<file path="src/rtl/dmem_port_arbiter.sv">
`default_nettype none
// ============================================================================
// dmem_port_arbiter
//   Round-robin sharing of one data-memory port between two masters, with one
//   transaction in flight and a response-timeout watchdog.
//   Revision: 1.0
// ============================================================================
module dmem_port_arbiter #(
  parameter int DATA_WIDTH     = 32,
  parameter int ADDRESS_BITS   = 32,
  parameter int TIMEOUT_CYCLES = 255
) (
  input  logic                    clock,
  input  logic                    reset,
  input  logic                    m0_read,
  input  logic                    m0_write,
  input  logic [DATA_WIDTH/8-1:0] m0_byte_en,
  input  logic [ADDRESS_BITS-1:0] m0_address_out,
  input  logic [DATA_WIDTH-1:0]   m0_data_out,
  output logic [DATA_WIDTH-1:0]   m0_data_in,
  output logic                    m0_valid,
  output logic                    m0_ready,
  input  logic                    m1_read,
  input  logic                    m1_write,
  input  logic [DATA_WIDTH/8-1:0] m1_byte_en,
  input  logic [ADDRESS_BITS-1:0] m1_address_out,
  input  logic [DATA_WIDTH-1:0]   m1_data_out,
  output logic [DATA_WIDTH-1:0]   m1_data_in,
  output logic                    m1_valid,
  output logic                    m1_ready,
  output logic                    mem_read,
  output logic                    mem_write,
  output logic [DATA_WIDTH/8-1:0] mem_byte_en,
  output logic [ADDRESS_BITS-1:0] mem_address_in,
  output logic [DATA_WIDTH-1:0]   mem_data_in,
  input  logic [DATA_WIDTH-1:0]   mem_data_out,
  input  logic                    mem_valid,
  input  logic                    mem_ready,
  output logic                    timeout_err
);

  localparam int BE_W  = DATA_WIDTH / 8;
  localparam int CNT_W = (TIMEOUT_CYCLES > 0) ? $clog2(TIMEOUT_CYCLES + 1) : 1;
  localparam logic [CNT_W-1:0] CNT_LAST = CNT_W'((TIMEOUT_CYCLES > 0) ? TIMEOUT_CYCLES - 1 : 0);
  localparam bit TIMEOUT_EN = (TIMEOUT_CYCLES != 0);

  typedef enum logic [1:0] {
    S_IDLE  = 2'd0,
    S_ISSUE = 2'd1,
    S_WAIT  = 2'd2,
    S_RESP  = 2'd3
  } state_t;

  state_t                  state_q, state_d;
  logic                    last_grant_q, last_grant_d;   // 1 = m1 was served last
  logic                    winner_q, winner_d;           // 1 = m1 owns the port
  logic                    mem_read_q, mem_read_d;
  logic                    mem_write_q, mem_write_d;
  logic [ADDRESS_BITS-1:0] addr_q, addr_d;
  logic [BE_W-1:0]         be_q, be_d;
  logic [DATA_WIDTH-1:0]   wdata_q, wdata_d;
  logic [DATA_WIDTH-1:0]   m0_rdata_q, m0_rdata_d;
  logic [DATA_WIDTH-1:0]   m1_rdata_q, m1_rdata_d;
  logic                    m0_valid_q, m0_valid_d;
  logic                    m1_valid_q, m1_valid_d;
  logic                    timeout_err_q, timeout_err_d;
  logic [CNT_W-1:0]        cnt_q, cnt_d;

  logic req0, req1, grant1, arb_ready;

  assign req0      = m0_read | m0_write;
  assign req1      = m1_read | m1_write;
  // On a tie the master that was not served last wins.
  assign grant1    = req1 & (~req0 | ~last_grant_q);
  assign arb_ready = (state_q == S_IDLE) & mem_ready;

  always_comb begin
    state_d       = state_q;
    last_grant_d  = last_grant_q;
    winner_d      = winner_q;
    addr_d        = addr_q;
    be_d          = be_q;
    wdata_d       = wdata_q;
    m0_rdata_d    = m0_rdata_q;
    m1_rdata_d    = m1_rdata_q;
    cnt_d         = cnt_q;
    mem_read_d    = 1'b0;
    mem_write_d   = 1'b0;
    m0_valid_d    = 1'b0;
    m1_valid_d    = 1'b0;
    timeout_err_d = 1'b0;

    case (state_q)
      S_IDLE: begin
        if (mem_ready && (req0 || req1)) begin
          winner_d = grant1;
          if (grant1) begin
            addr_d      = m1_address_out;
            be_d        = m1_byte_en;
            wdata_d     = m1_data_out;
            mem_write_d = m1_write;
            mem_read_d  = ~m1_write;
          end else begin
            addr_d      = m0_address_out;
            be_d        = m0_byte_en;
            wdata_d     = m0_data_out;
            mem_write_d = m0_write;
            mem_read_d  = ~m0_write;
          end
          state_d = S_ISSUE;
        end
      end
      S_ISSUE: begin
        cnt_d   = '0;
        state_d = S_WAIT;
      end
      S_WAIT: begin
        if (mem_valid) begin
          if (winner_q) m1_rdata_d = mem_data_out;
          else          m0_rdata_d = mem_data_out;
          m0_valid_d = ~winner_q;
          m1_valid_d = winner_q;
          state_d    = S_RESP;
        end else if (TIMEOUT_EN && (cnt_q == CNT_LAST)) begin
          if (winner_q) m1_rdata_d = '0;
          else          m0_rdata_d = '0;
          m0_valid_d    = ~winner_q;
          m1_valid_d    = winner_q;
          timeout_err_d = 1'b1;
          state_d       = S_RESP;
        end else begin
          cnt_d = cnt_q + CNT_W'(1);
        end
      end
      S_RESP: begin
        last_grant_d = winner_q;
        state_d      = S_IDLE;
      end
      default: state_d = S_IDLE;
    endcase
  end

  always_ff @(posedge clock) begin
    if (reset) begin
      state_q       <= S_IDLE;
      last_grant_q  <= 1'b1;
      winner_q      <= 1'b0;
      mem_read_q    <= 1'b0;
      mem_write_q   <= 1'b0;
      addr_q        <= '0;
      be_q          <= '0;
      wdata_q       <= '0;
      m0_rdata_q    <= '0;
      m1_rdata_q    <= '0;
      m0_valid_q    <= 1'b0;
      m1_valid_q    <= 1'b0;
      timeout_err_q <= 1'b0;
      cnt_q         <= '0;
    end else begin
      state_q       <= state_d;
      last_grant_q  <= last_grant_d;
      winner_q      <= winner_d;
      mem_read_q    <= mem_read_d;
      mem_write_q   <= mem_write_d;
      addr_q        <= addr_d;
      be_q          <= be_d;
      wdata_q       <= wdata_d;
      m0_rdata_q    <= m0_rdata_d;
      m1_rdata_q    <= m1_rdata_d;
      m0_valid_q    <= m0_valid_d;
      m1_valid_q    <= m1_valid_d;
      timeout_err_q <= timeout_err_d;
      cnt_q         <= cnt_d;
    end
  end

  assign m0_ready       = arb_ready;
  assign m1_ready       = arb_ready;
  assign m0_data_in     = m0_rdata_q;
  assign m1_data_in     = m1_rdata_q;
  assign m0_valid       = m0_valid_q;
  assign m1_valid       = m1_valid_q;
  assign mem_read       = mem_read_q;
  assign mem_write      = mem_write_q;
  assign mem_address_in = addr_q;
  assign mem_byte_en    = be_q;
  assign mem_data_in    = wdata_q;
  assign timeout_err    = timeout_err_q;

endmodule
`default_nettype wire

</file>
<file path="config.mk">
export PLATFORM = sky130hd
export DESIGN_NAME = dmem_port_arbiter
export DESIGN_NICKNAME = d
export VERILOG_FILES = /design/src/rtl/dmem_port_arbiter.sv
export SDC_FILE = /design/constraint.sdc
export NUM_CORES = 1
export LEC_CHECK = 0
export CAP_MARGIN = 15
export CELL_PAD_IN_SITES_DETAIL_PLACEMENT = 1
export CELL_PAD_IN_SITES_GLOBAL_PLACEMENT = 2
export CORE_AREA = 8 8 196 152
export DETAILED_ROUTE_END_ITERATION = 8
export DIE_AREA = 0 0 204 160
export PLACE_DENSITY_LB_ADDON = 0.08
export SLEW_MARGIN = 20
export SYNTH_ARGS = -nofsm -noshare
export SYNTH_HDL_FRONTEND = slang
export SYNTH_SLANG_ARGS = --single-unit
export TNS_END_PERCENT = 1
</file>
<file path="constraint.sdc">
create_clock -name clock -period 1.8 [get_ports clock]
set_input_delay 0.18 -clock clock [delete_from_list [all_inputs] [get_ports clock]]
set_output_delay 0.18 -clock clock [all_outputs]
set_load 0.02 [all_outputs]
</file>
==> flow_summary.html <==
<table>
<tr><th>Metric</th><th>Value</th></tr>
<tr><th colspan="2">STA</th></tr>
<tr><td>Final setup violating endpoints</td><td>0</td></tr>
<tr><td>Final clock period utilization by the worst path</td><td>a little over nine tenths</td></tr>
<tr><td>Unrepaired setup endpoints after global routing</td><td>true</td></tr>
<tr><td>Max_slew headroom</td><td>around 53%</td></tr>
<tr><td>Clock skew</td><td>~0.010 ns</td></tr>
<tr><td>Post-layout minimum cycle time</td><td>1.729 ns</td></tr>
<tr><td>Worst hold-check slack</td><td>around 0.074 ns</td></tr>
<tr><td>Count of final max-slew check failures</td><td>0</td></tr>
<tr><td>Total Negative Setup Slacks</td><td>0 ns</td></tr>
<tr><td>Pin slew with the least headroom to its limit</td><td>0.7061 ns</td></tr>
<tr><td>Hold violation count in the final report</td><td>0</td></tr>
<tr><td>Highest attainable clock frequency</td><td>about 580 MHz</td></tr>
<tr><th colspan="2">Cells and area</th></tr>
<tr><td>Final standard cell utilization of the core</td><td>39.01%</td></tr>
<tr><td>Design Area, Final</td><td>between 10000 and 15000 sq um</td></tr>
<tr><td>Layout net count</td><td>~1100</td></tr>
<tr><td>Fraction of final layout cells sized beyond drive strength 1</td><td>about 10%</td></tr>
<tr><td>Post-synthesis to final-layout area growth</td><td>72.27%</td></tr>
<tr><td>Number of antenna cells inserted</td><td>0</td></tr>
<tr><td>Filler cell count</td><td>2904</td></tr>
<tr><th colspan="2">Logic synthesis</th></tr>
<tr><td>Fraction of synthesis flops using an asynchronous set or reset pin</td><td>0%</td></tr>
<tr><td>Area share of the largest cell type after synthesis</td><td>about half</td></tr>
<tr><td>Post-synth EDFFs</td><td>0</td></tr>
<tr><td>Yosys warning total</td><td>0</td></tr>
<tr><td>Number of distinct library cells after synthesis</td><td>42</td></tr>
<tr><td>Cell area after synthesis</td><td>between 6000 and 7000 sq um</td></tr>
<tr><td>Mean post-synth cell area</td><td>10.81 sq um</td></tr>
<tr><td>Most frequent cells after synthesis</td><td>149 x dfxtp_1, 74 x nor2_1, 70 x a211oi_1</td></tr>
<tr><td>Share of synthesized area occupied by flip-flops and latches</td><td>between 40% and 50%</td></tr>
<tr><td>Cell accounting for the most synthesized area</td><td>dfxtp_1</td></tr>
<tr><td>Post-synth net total</td><td>739</td></tr>
<tr><td>Dominant register cell in the synthesized netlist</td><td>dfxtp_1</td></tr>
<tr><td>Post-synthesis sequential element count</td><td>between 100 and 150</td></tr>
<tr><td>Cell types occupying the most area after synthesis</td><td>dfxtp_1 50%, mux2i_1 11%, a32o_1 11%</td></tr>
<tr><td>Mapped Cells</td><td>about 560</td></tr>
<tr><td>Most used standard cell by instance count after synthesis</td><td>dfxtp_1</td></tr>
<tr><th colspan="2">Clock tree</th></tr>
<tr><td>Clock sink count</td><td>149</td></tr>
<tr><td>CTS hold repair buffers</td><td>0</td></tr>
<tr><td>Cell at the root of the clock tree</td><td>clkbuf_16</td></tr>
<tr><td>Clock edge transition at the registers on the reported setup and hold paths</td><td>~0.060 ns</td></tr>
<tr><td>Maximum count of clock buffers along a single path</td><td>2</td></tr>
<tr><td>Number of buffers added by the clock tree synthesis step</td><td>17</td></tr>
<tr><td>CTS H-tree depth</td><td>4</td></tr>
<tr><td>TritonCTS clock tree</td><td>yes</td></tr>
<tr><td>Later-pin clock latency in the skew report</td><td>~0.43 ns</td></tr>
<tr><th colspan="2">Die</th></tr>
<tr><td>Die width</td><td>204 um</td></tr>
<tr><td>Ports</td><td>~320</td></tr>
<tr><td>Initial cell density of the core</td><td>a little under a quarter</td></tr>
<tr><td>Core region area</td><td>26550 sq um</td></tr>
<tr><td>Number of core rows</td><td>52</td></tr>
<tr><td>Die Y</td><td>between 150 and 200 um</td></tr>
<tr><td>Die area</td><td>~33000 sq um</td></tr>
<tr><th colspan="2">Placed design</th></tr>
<tr><td>Placed wire-length estimate</td><td>19700 um</td></tr>
<tr><td>Routability Congestion</td><td>~0.76</td></tr>
<tr><td>Port bufs</td><td>314</td></tr>
<tr><td>Area of placed instances</td><td>about 9700 sq um</td></tr>
<tr><th colspan="2">Route</th></tr>
<tr><td>DRT iter0 DRCs</td><td>252</td></tr>
<tr><td>DR DRC count</td><td>0</td></tr>
<tr><td>Via count</td><td>roughly 5700</td></tr>
<tr><td>Total iterations of the first detailed-routing run</td><td>4</td></tr>
<tr><td>Number of nets with antenna violations after routing</td><td>0</td></tr>
<tr><td>Per-cell via count in the routed design</td><td>between 4 and 5</td></tr>
<tr><td>Wire length per cell after detailed routing</td><td>between 20 and 25 um</td></tr>
<tr><td>Post-Route WL</td><td>about 26000 um</td></tr>
<tr><th colspan="2">Power and ir drop</th></tr>
<tr><td>Areal power density over the cells</td><td>around 1200 nW/um^2</td></tr>
<tr><td>Leakage component of the power</td><td>between 4 and 5 nW</td></tr>
<tr><td>Worst vdd ir</td><td>591.5 uV</td></tr>
<tr><th colspan="2">Global routing</th></tr>
<tr><td>Overflow after GRT</td><td>0</td></tr>
<tr><td>Vias in the first global route</td><td>roughly 6300</td></tr>
<tr><td>Total routing resource utilization after global routing</td><td>~16%</td></tr>
<tr><td>Antenna violations before repair</td><td>1</td></tr>
<tr><td>First-pass GRT wire length</td><td>between 30000 and 40000 um</td></tr>
<tr><td>Largest net degree at the start of global routing</td><td>80</td></tr>
<tr><th colspan="2">Critical path</th></tr>
<tr><td>Required time worst endpoint</td><td>approximately 1.6 ns</td></tr>
<tr><td>Kind of start point of the critical path</td><td>flop</td></tr>
<tr><td>Worst-path cell chain</td><td>inv_1 &gt; ha_2 &gt; nand2_2 &gt; buf_4 &gt; inv_1 &gt; buf_2</td></tr>
<tr><td>Most frequent CP cell</td><td>inv_1</td></tr>
<tr><td>Category of the worst setup path capture point</td><td>output port</td></tr>
<tr><td>Critical Path Start</td><td>state_q[1]$_SDFFE_PP0P_</td></tr>
<tr><td>Peak fanout along the critical path</td><td>3</td></tr>
<tr><td>Count of cells along the worst register-to-register path</td><td>6</td></tr>
<tr><td>Maximum single-stage delay on the critical path</td><td>~0.33 ns</td></tr>
<tr><td>Data arrival time of the critical path</td><td>around 1.6 ns</td></tr>
<tr><td>Start of the worst register-to-register path</td><td>state_q[0]$_SDFFE_PP0P_</td></tr>
<tr><td>Critical-path cell with the highest stage delay</td><td>dfxtp_1</td></tr>
<tr><td>Type of the setup path with the least slack</td><td>flop to output port</td></tr>
<tr><th colspan="2">Status</th></tr>
<tr><td>Status</td><td>finished, final reports clean</td></tr>
<tr><th colspan="2">Flow run</th></tr>
<tr><td>Total of max-cap violations</td><td>0</td></tr>
<tr><th colspan="2">Hold path</th></tr>
<tr><td>Worst hold stages</td><td>3</td></tr>
<tr><td>Classification of the worst-slack hold path</td><td>input port to flop</td></tr>
<tr><td>Beginning of the worst hold path</td><td>reset</td></tr>
</table>
==> registers in the layout (all words and copies together), names as in the netlist, 2 cells and up <==
register and count:
mem_data_in 32, mem_address_in 32, state_q 2, cnt_q 8, m0_data_in 32, mem_byte_en 4, m1_data_in 32
==> power by group <==
part | switching [W] | internal (W) | total [W]
Sequential | 0.000297 | 0.00384 | 0.00413
Combinational | 0.00238 | 0.00220 | 0.00458
Clock | 0.00152 | 0.00220 | 0.00372
==> routing by layer <==
layer  track usage [%]  vias up  part of all wire, %
met5                 0        -                0.031
li1                  -     2728                    -
met1             17.95     2781                   42
met2             26.57      170                   49
met3             6.207       27                  7.4
met4             4.606        2                  1.5
==> metrics by stage <==
| step | setup WS (ns) | cells | total power, W |
|---|---|---|---|
| finish | 0.07136 | 1233 | 0.01243 |
| CTS | -0.007030 | 1231 | 0.01260 |
| detailed placement | -0.1507 | 1199 | 0.008804 |
| global route | -0.03814 | 1233 | 0.01318 |
| global placement | -0.08362 | 1199 | 0.008678 |
| floorplan | 0.1719 | 556 | 0.006466 |
==> cell usage in the layout, fill, tap and decap left out, types with 2 or more instances in the layout <==
| cell type | instances |
|---|---|
| dfxtp_1 | 149 |
| a211oi_1 | 68 |
| nand3_1 | 7 |
| a31oi_1 | 3 |
| o211ai_1 | 3 |
| clkdlybuf4s50_1 | 310 |
| ha_1 | 5 |
| and2_1 | 2 |
| o21ai_4 | 2 |
| buf_4 | 22 |
| clkbuf_16 | 17 |
| mux2i_1 | 69 |
| a32o_1 | 64 |
| ha_2 | 2 |
| bufinv_16 | 3 |
| and3_1 | 6 |
| o21ai_0 | 2 |
| nand2_1 | 4 |
| inv_1 | 7 |
| a31oi_4 | 2 |
| a21oi_1 | 3 |
| buf_2 | 4 |
| a211oi_2 | 2 |
| clkinv_2 | 3 |
| clkinv_4 | 6 |
| buf_12 | 15 |
| nor2_1 | 73 |
| xor2_1 | 2 |
| nand2b_1 | 5 |
| nor4_1 | 2 |
==> final cells by class <==
type	count	area, sq um	share of cell area [%]
multi-input cells	342	2708	26.15
inverters	8	30.03	0.2900
repair buffers	351	3588	34.65
clock buffers	18	429.2	4.145
well taps	351	439.2	4.241
clock inverters	14	177.7	1.716
flip-flops and latches	149	2983	28.81
==> kinds of logic after synthesis <==
group	after synthesis	share of synthesized area, %
buf+inv	65	6.265
simple gates	107	8.077
compound gates	156	22.61
fa+ha+maj	7	1.457
flops	149	49.63
xor+xnor	2	0.2915
mux	70	11.68
==> what timing repair did <==
action,in CTS,in global routing
setup buffers,0,2
pin swaps,2,2
resized for setup,12,4
endpoints found under the setup margin,58,132
gates cloned,0,0
==> worst paths after layout <==
kind	slack (ns)	end
hold / removal	0.07	last_grant_q$_SDFFE_PP1N_
setup reg to reg	0.12	cnt_q[5]$_SDFFE_PP0P_
hold reg to reg	0.46	m1_data_in[22]$_SDFFE_PP0P_
setup / recovery	0.07	m1_ready
==> critical path: cells and delay by family (launching register included) <==
family / cells / cell delay [ns]
simple gates: 1 / 0.10
fa+ha+maj: 1 / 0.20
buf+inv: 4 / 0.49
flops: 1 / 0.33
Power figures use the tool's default switching activity.
